`config.mk`:
```
export PLATFORM = sky130hd
export DESIGN_NAME = frame_buf_sched
export DESIGN_NICKNAME = d
export VERILOG_FILES = /design/src/rtl/frame_buf_sched.sv
export SDC_FILE = /design/constraint.sdc
export NUM_CORES = 1
export LEC_CHECK = 0
export ABC_CLOCK_PERIOD_IN_PS = 2200
export CAP_MARGIN = 20
export CORE_ASPECT_RATIO = 0.8
export CORE_UTILIZATION = 45
export CTS_CLUSTER_SIZE = 16
export DETAILED_ROUTE_END_ITERATION = 7
export HOLD_SLACK_MARGIN = 0.02
export PLACE_DENSITY = 0.82
export SYNTH_ARGS = -nofsm -noshare
export SYNTH_HDL_FRONTEND = slang
export SYNTH_SLANG_ARGS = --single-unit
```
`constraint.sdc`:
```
create_clock -name clk -period 2.2 [get_ports clk]
set_input_delay 0.33 -clock clk [delete_from_list [all_inputs] [get_ports clk]]
set_output_delay 0.33 -clock clk [all_outputs]
set_load 0.01 [all_outputs]
```
`src/rtl/frame_buf_sched.sv`:
```
// frame_buf_sched
// Ping-pong frame buffer scheduler. The writer side turns the incoming pixel
// stream into write strobes and linear addresses for one bank. The reader side
// serves display line requests from the other bank. The banks swap once a full
// frame is written and the displayed frame has been completely read (or nothing
// has been displayed yet).
module frame_buf_sched #(
   parameter int PX_PER_LINE = 330,
   parameter int LINES       = 110,
   parameter int ADDR_W      = 16,
   parameter int LINE_W      = 10
) (
   input  logic              clk,
   input  logic              reset,
   input  logic              pix_valid,
   input  logic [7:0]        pix_data,
   input  logic              sof,
   output logic              wr_en,
   output logic [ADDR_W-1:0] wr_addr,
   output logic [7:0]        wr_data,
   output logic              wr_bank,
   input  logic              line_req,
   input  logic [LINE_W-1:0] line_num,
   output logic              rd_en,
   output logic [LINE_W-1:0] rd_line,
   output logic              rd_bank,
   output logic              line_ack,
   output logic              line_err,
   output logic              frame_done,
   output logic              bank_swap,
   output logic              overflow
);

   localparam logic [ADDR_W-1:0] LAST_ADDR = ADDR_W'(PX_PER_LINE * LINES - 1);
   localparam logic [LINE_W-1:0] LAST_LINE = LINE_W'(LINES - 1);

   typedef enum logic [1:0] {
      W_IDLE,
      W_FILL,
      W_DONE
   } wState_t;

   // R_EWAIT holds a rejected request for one extra cycle so that rejections
   // are acknowledged with the same latency as real reads.
   typedef enum logic [2:0] {
      R_IDLE,
      R_READ,
      R_ACK,
      R_EWAIT,
      R_ERR
   } rState_t;

   wState_t           wState;
   rState_t           rState;
   logic [ADDR_W-1:0] nextAddr;
   logic [ADDR_W-1:0] pixAddr;
   logic              dispValid;
   logic              rdDone;
   logic              swapNow;

   // A swap is only considered while the reader is idle, so it never cuts a
   // line read in half; it also wins over a request arriving in that cycle.
   assign swapNow = (rState == R_IDLE) && (wState == W_DONE) && (rdDone || !dispValid);

   // A start-of-frame pixel always lands at address 0, otherwise at the running address.
   assign pixAddr = sof ? '0 : nextAddr;

   // Writer: registers each accepted pixel with its address, flags drops and the final pixel.
   always_ff @(posedge clk or negedge reset) begin
      if (!reset) begin
         wState     <= W_IDLE;
         nextAddr   <= '0;
         wr_en      <= 1'b0;
         wr_addr    <= '0;
         wr_data    <= '0;
         frame_done <= 1'b0;
         overflow   <= 1'b0;
      end else begin
         wr_en      <= 1'b0;
         frame_done <= 1'b0;
         case (wState)
            W_IDLE: begin
               if (pix_valid) begin
                  if (sof) begin
                     wr_en    <= 1'b1;
                     wr_addr  <= '0;
                     wr_data  <= pix_data;
                     nextAddr <= ADDR_W'(1);
                     wState   <= W_FILL;
                  end else begin
                     overflow <= 1'b1;
                  end
               end
            end
            W_FILL: begin
               if (pix_valid) begin
                  wr_en    <= 1'b1;
                  wr_addr  <= pixAddr;
                  wr_data  <= pix_data;
                  nextAddr <= pixAddr + 1'b1;
                  if (pixAddr == LAST_ADDR) begin
                     frame_done <= 1'b1;
                     wState     <= W_DONE;
                  end
               end
            end
            W_DONE: begin
               if (pix_valid) begin
                  overflow <= 1'b1;
               end
               if (swapNow) begin
                  wState <= W_IDLE;
               end
            end
            default: wState <= W_IDLE;
         endcase
      end
   end

   // Reader and bank ownership: serves line requests and performs the bank swap.
   always_ff @(posedge clk or negedge reset) begin
      if (!reset) begin
         rState    <= R_IDLE;
         rd_en     <= 1'b0;
         rd_line   <= '0;
         line_ack  <= 1'b0;
         line_err  <= 1'b0;
         bank_swap <= 1'b0;
         wr_bank   <= 1'b0;
         rd_bank   <= 1'b1;
         dispValid <= 1'b0;
         rdDone    <= 1'b0;
      end else begin
         rd_en     <= 1'b0;
         line_ack  <= 1'b0;
         line_err  <= 1'b0;
         bank_swap <= 1'b0;
         case (rState)
            R_IDLE: begin
               if (swapNow) begin
                  wr_bank   <= ~wr_bank;
                  rd_bank   <= ~rd_bank;
                  dispValid <= 1'b1;
                  rdDone    <= 1'b0;
                  bank_swap <= 1'b1;
               end else if (line_req) begin
                  if (!dispValid || (line_num > LAST_LINE)) begin
                     rState <= R_EWAIT;
                  end else begin
                     rd_line <= line_num;
                     rState  <= R_READ;
                  end
               end
            end
            R_READ: begin
               rd_en  <= 1'b1;
               rState <= R_ACK;
            end
            R_ACK: begin
               line_ack <= 1'b1;
               if (rd_line == LAST_LINE) begin
                  rdDone <= 1'b1;
               end
               rState <= R_IDLE;
            end
            R_EWAIT: begin
               rState <= R_ERR;
            end
            R_ERR: begin
               line_ack <= 1'b1;
               line_err <= 1'b1;
               rState   <= R_IDLE;
            end
            default: rState <= R_IDLE;
         endcase
      end
   end

endmodule

```
* Yosys cells after proc, flatten, opt, wreduce, memory -nomap -nowiden
Index checks and enable logic that the tools add are counted.
** Storage, ports and cells
- Register bits :: 66
- Input bits :: 23
- Output and inout bits :: 43
- Word-level logic and storage cells :: 102
** Operators by class
- $add $sub $neg :: 1
- Magnitude comparators :: 1
- Eq/ne operators :: 19
- Muxes and demuxes :: 42
- Bitwise logic cells :: 4
- Reductions and logical operators :: 18
** Operators with widths (count)
- 2-to-1 mux 16 bit :: 7
- case mux 16 bit (2 select lines) :: 2
- 2-to-1 mux 8 bit :: 3
- != test 2 bit, second input constant :: 11
- adder 16 x 1 -> 16 bit, second input constant :: 1
- equality test 16 bit, second input constant :: 1
- 2-to-1 mux 1 bit :: 16
- case mux 8 bit (2 select lines) :: 1
- 2-to-1 mux 2 bit :: 6
- AND reduction 4 bit :: 3
- equality test 10 x 7 -> 1 bit, second input constant :: 1
- > comparator 10 x 7 -> 1 bit, second input constant :: 1
- case mux 3 bit (3 select lines) :: 1
- equality test 3 x 2 -> 1 bit, second input constant :: 2
- 2-to-1 mux 3 bit :: 2
- case mux 1 bit (2 select lines) :: 3
- case mux 2 bit (3 select lines) :: 1
- nonzero test 2 bit :: 3
- AND reduction 5 bit :: 1
- inverter 1 bit :: 4
- AND reduction 2 bit :: 2
- equality test 3 x 1 -> 1 bit, second input constant :: 1
- equality test 3 bit, second input constant :: 1
- logical NOT 3 bit :: 1
- 8 further kinds :: 10

* Depth between registers and ports, before layout
- Depth after elaboration :: 6
- Mapped depth :: 7
- Mapped depth without buffers :: 6

* Least setup slack after synthesis
No wires, ideal clock.
- Path type :: register -> register
- Start :: register rState[2]
- End :: register rd_line[0]
- Arrival :: 1.642 ns
- Required time :: 2.075 ns
- Slack :: 0.433 ns
- Cell stages (with the launch flop) :: 6
- Buffers on the path :: 1
- Cells stage by stage :: dfrtp_1 buf_6 or3_4 nor3b_4 nor3_4 mux2_4
** Between the ends
- Word-level cells in the longest chain between the ends :: 5
** Ends and longest elaborated chain
- start, declared :: line 54 : rState_t rState;
- start signal, assigned :: line 123 : rState <= R_IDLE;
- start signal, assigned :: line 148 : rState <= R_EWAIT;
- start signal, assigned :: line 151 : rState <= R_READ;
- logical NOT 3 bit * :: line 63, 138
- logical AND 1 bit (2 in a row) :: line 63 : assign swapNow = (rState == R_IDLE) && (wState == W_DONE) && (rdDone || !dispValid);
- inverter 1 bit (no line)
- AND reduction 4 bit (no line) *
- end signal, assigned :: line 150 : rd_line <= line_num;
- end, declared :: line 25 : output logic [LINE_W-1:0] rd_line,
Every way passes the cells marked *; elsewhere a longest branch is shown, timed or not.
A chain may end at the register's enable or synchronous reset.

* Worst setup path after layout
- Start :: input sof
- End :: register nextAddr[8]
** Between the ends
- Word-level cells in the longest chain between the ends :: 4
- Elaborated cells between the ends (all ways) :: 6
- Those cells by class :: add/sub: 1; eq/ne: 1; mux: 3; reduce/logical: 1
** Ends and longest elaborated chain
- start, declared :: line 17 : input logic sof,
- 2-to-1 mux 16 bit :: line 66 : assign pixAddr = sof ? '0 : nextAddr;
- adder 16 x 1 -> 16 bit :: line 100 : nextAddr <= pixAddr + 1'b1;
- 2-to-1 mux 16 bit :: line 96 : if (pix_valid) begin
- case mux 16 bit (2 select lines) :: line 81 : case (wState)
- end signal, assigned :: line 100
- end, declared :: line 55 : logic [ADDR_W-1:0] nextAddr;
Several ways; a longest one is shown, not always the timed one. The select of a mux whose other input is x is not followed.

==> out/qor.txt <==
outcome: completed
CTS sink cnt: 66
prevailing post-synth register cell: dfrtp_1
fin util: 62.5%
gr usage total: 20.8%
RSZ-0062 raised after global routing: no
Flop pwr share: 50.8%
CP startpoint kind: input port
Detailed Routing Iterations Pass 1: 6
Synthesis Warnings: 0
top post-synthesis cells by area: dfrtp_1 (55%), nand2_1 (6.7%), mux2_4 (3.5%)
postcts setup bufs: 0
Clock power frac: 32.8%
core box area: 0.00638 mm^2
Hold Path Origin: wr_data[1]$_DFFE_PN0P_
LEAKAGE: 1.77 nW
worst reg2reg path startpoint: rState[2]$_DFFE_PN0P_
FF-to-FF setup slack: 0.39 ns
WP buf/inv: 2
CTS Hold Buffers Added: 1
cell row count: 26
P_sw: 0.000737 W
syn_nets: 301
Required @ worst endpoint: 2.43 ns
fin crit share: 87.8%
Critical Path AT: 2.16 ns
Crit. End Element: flop
PwrDens: 688 mW/mm^2
reg2reg path depth: 5
fmax: 0.518 GHz
Max Buffers Root-to-Sink: 2
total of max-cap violations: 0
global-route wire length before repair: 10.9 mm
Crit-path slowest cell: clkdlybuf4s50_1
routed wire length: 6.68 mm
Nets: 377
Post-Place Cells: 425
Int Pwr: 0.00201 W
# diodes: 0
vias in the first global route: 2,223
die area: 0.00695 mm^2
Post-route DRC: 0
dpl hpwl: 4.64 mm
Die Y: 74.7 um
number of antenna violations at the first check in global routing: 0
DR vias/cell: 5.48
cell family with most CP delay: buffers and inverters
die width: 92.9 um
VDD IR max: 0.491 mV
sequential cell area fraction in the yosys report: 55.5%
syn avg cell area: 10.7 um^2
Slew @ Worst Pin: 0.489 ns
layout cells sized above 1: 13.7%
Unique masters post-synth: 53
Final Setup Violations: 0
later-pin clock latency in the skew report: 0.35 ns
Post-Route Skew: 0.0104 ns
initial detailed-routing violation count: 136
Post-Syn Instances: 277
WL/cell: 15.1 um
initial core utilization: 46.7%
Gate power share: 16.4%
final instance count without filler cells: 442
Post-synth EDFFs: 0
Top Ports: 66
Post-DRT Antenna Nets: 0
CTS Buf Count: 9
gpl congestion: 0.886
DR vias: 2,420
Final Max Tran Viols: 0
critical-path cell list: clkdlybuf4s50_1, nor2b_1, ha_1, nand3_1, nor4_1, buf_4, o21ai_0, a32o_1
Layout area overhead: 33.8%
Async S/R FF share, synth: 100%
cell area after synthesis: 0.00298 mm^2
CTS tree: built
Seq cells post-synth: 66
Net Sw Frac: 26.9%
post-synth top area cell: dfrtp_1
critical path class: input port to flop
H-tree Lvls: 3
post-cts sizing count: 0
top-area cell type share of the netlist area: 54.6%
largest net degree at the start of global routing: 67
Reg clk slew, reported paths: 0.07 ns
Min-Delay Path Class: flop to flop
Max transition margin: 67.0%
clock root buffer: clkbuf_8
total grt overflow: 0
Hold Slack: 0.472 ns
IO Port Bufs: 65
worst-path maximum fanout: 8
fin crit period: 1.93 ns
WHS Endpoint: wr_data[1]$_DFFE_PN0P_
RR Endpoint: rd_line[1]$_DFFE_PN0P_
Largest stage delay, worst path: 0.55 ns
Hold Vio Cnt, Final: 0
Hold Path Stages: 2
==> cells in the final DEF (no fill, tap or decap), drive strengths merged, types with 7 or more instances in the layout <==
cell type	Yosys	final
a22o	12	12
a31oi	8	8
buf	5	18
clkbuf	13	14
clkdlybuf4s50	0	64
dfrtp	65	65
mux2	7	7
nand2	53	53
nor2	11	11
nor4	8	8
o21ai	12	12
==> state kept, by name, indices dropped and copies added, names as in the netlist, 2 cells and up <==
signal,cells
wr_data,8
wState,2
rd_line,10
wr_addr,16
rState,3
nextAddr,16
==> Yosys cell counts (all sizes together) (2+ instances only) <==
master  number
dfrtp       65
nand2       53
clkbuf      13
a22o        12
o21ai       12
nor2        11
a31oi        8
nor4         8
mux2         7
nand2b       6
a21oi        5
buf          5
nor3         5
a32o         4
nand3        4
nand4b       4
nor2b        4
nor3b        4
nor4b        4
and2b        3
and3         3
and3b        3
inv          3
o31ai        3
a21boi       2
clkinv       2
nand4        2
o211ai       2
xor2         2
==> power groups by stage <==
| stage | Sequential [W] | Combinational [W] | Clock, W |
|---|---|---|---|
| after CTS | 0.00139 | 0.000454 | 0.000925 |
| after global routing | 0.00141 | 0.000497 | 0.000984 |
| final | 0.00139 | 0.000449 | 0.000901 |
| after floorplan | 0.00139 | 0.000254 | 0 |
| after detailed placement | 0.00141 | 0.000451 | 0 |
| after global placement | 0.00141 | 0.000442 | 0 |
==> kinds of logic after synthesis <==
family | count (synthesis) | share of synthesized area (%)
compound gates | 56 | 13.6
xor+xnor | 3 | 0.883
fa+ha+maj | 1 | 0.420
buf+inv | 23 | 3.36
flops | 66 | 55.5
mux | 7 | 3.53
simple gates | 121 | 22.7
==> worst min-delay path: cells and delay by family (launching register included) <==
kind / cells / cell delay (ns)
flip-flops: 1 / 0.34
AND/OR/NAND/NOR: 2 / 0.10
==> metrics by stage <==
step	instance area, um^2	worst slack [ns]	power, W	setup TNS [ns]
final	3980	0.268	0.00274	0
after global routing	3980	0.148	0.00289	0
after CTS	3980	0.303	0.00277	0
after detailed placement	3800	-0.0425	0.00186	-0.0425
after global placement	3800	0.0719	0.00185	0
after floorplan	2980	0.433	0.00165	0
==> worst max path at each step <==
stage / from / endpoint / slack (ns) / cells after the start
floorplan: rState[2]$_DFFE_PN0P_ / rd_line[0]$_DFFE_PN0P_ / 0.43 / 5
global route: sof / nextAddr[10]$_DFFE_PN0P_ / 0.15 / 8
finish: sof / nextAddr[8]$_DFFE_PN0P_ / 0.27 / 8
CTS: sof / nextAddr[8]$_DFFE_PN0P_ / 0.30 / 8
global placement: sof / nextAddr[13]$_DFFE_PN0P_ / 0.07 / 6
detailed placement: sof / nextAddr[13]$_DFFE_PN0P_ / -0.04 / 6
==> per-layer routing <==
metal	vias to the layer above	GRT usage [%]	part of all wire [%]
met2	68	31.2	46
met3	8	6.97	5.9
met5	-	0	0
li1	1155	-	-
met4	0	6.84	1.4
met1	1189	28.9	47
==> cell type report <==
cell class	count	area, um^2
repair buffers	83	808
fillers	526	2390
clock inverters	2	12.5
well taps	84	105
flip-flops and latches	66	1650
inverters	5	18.8
multi-input cells	188	1220
clock buffers	14	163
Note: power is estimated with default switching activity, not from simulation.
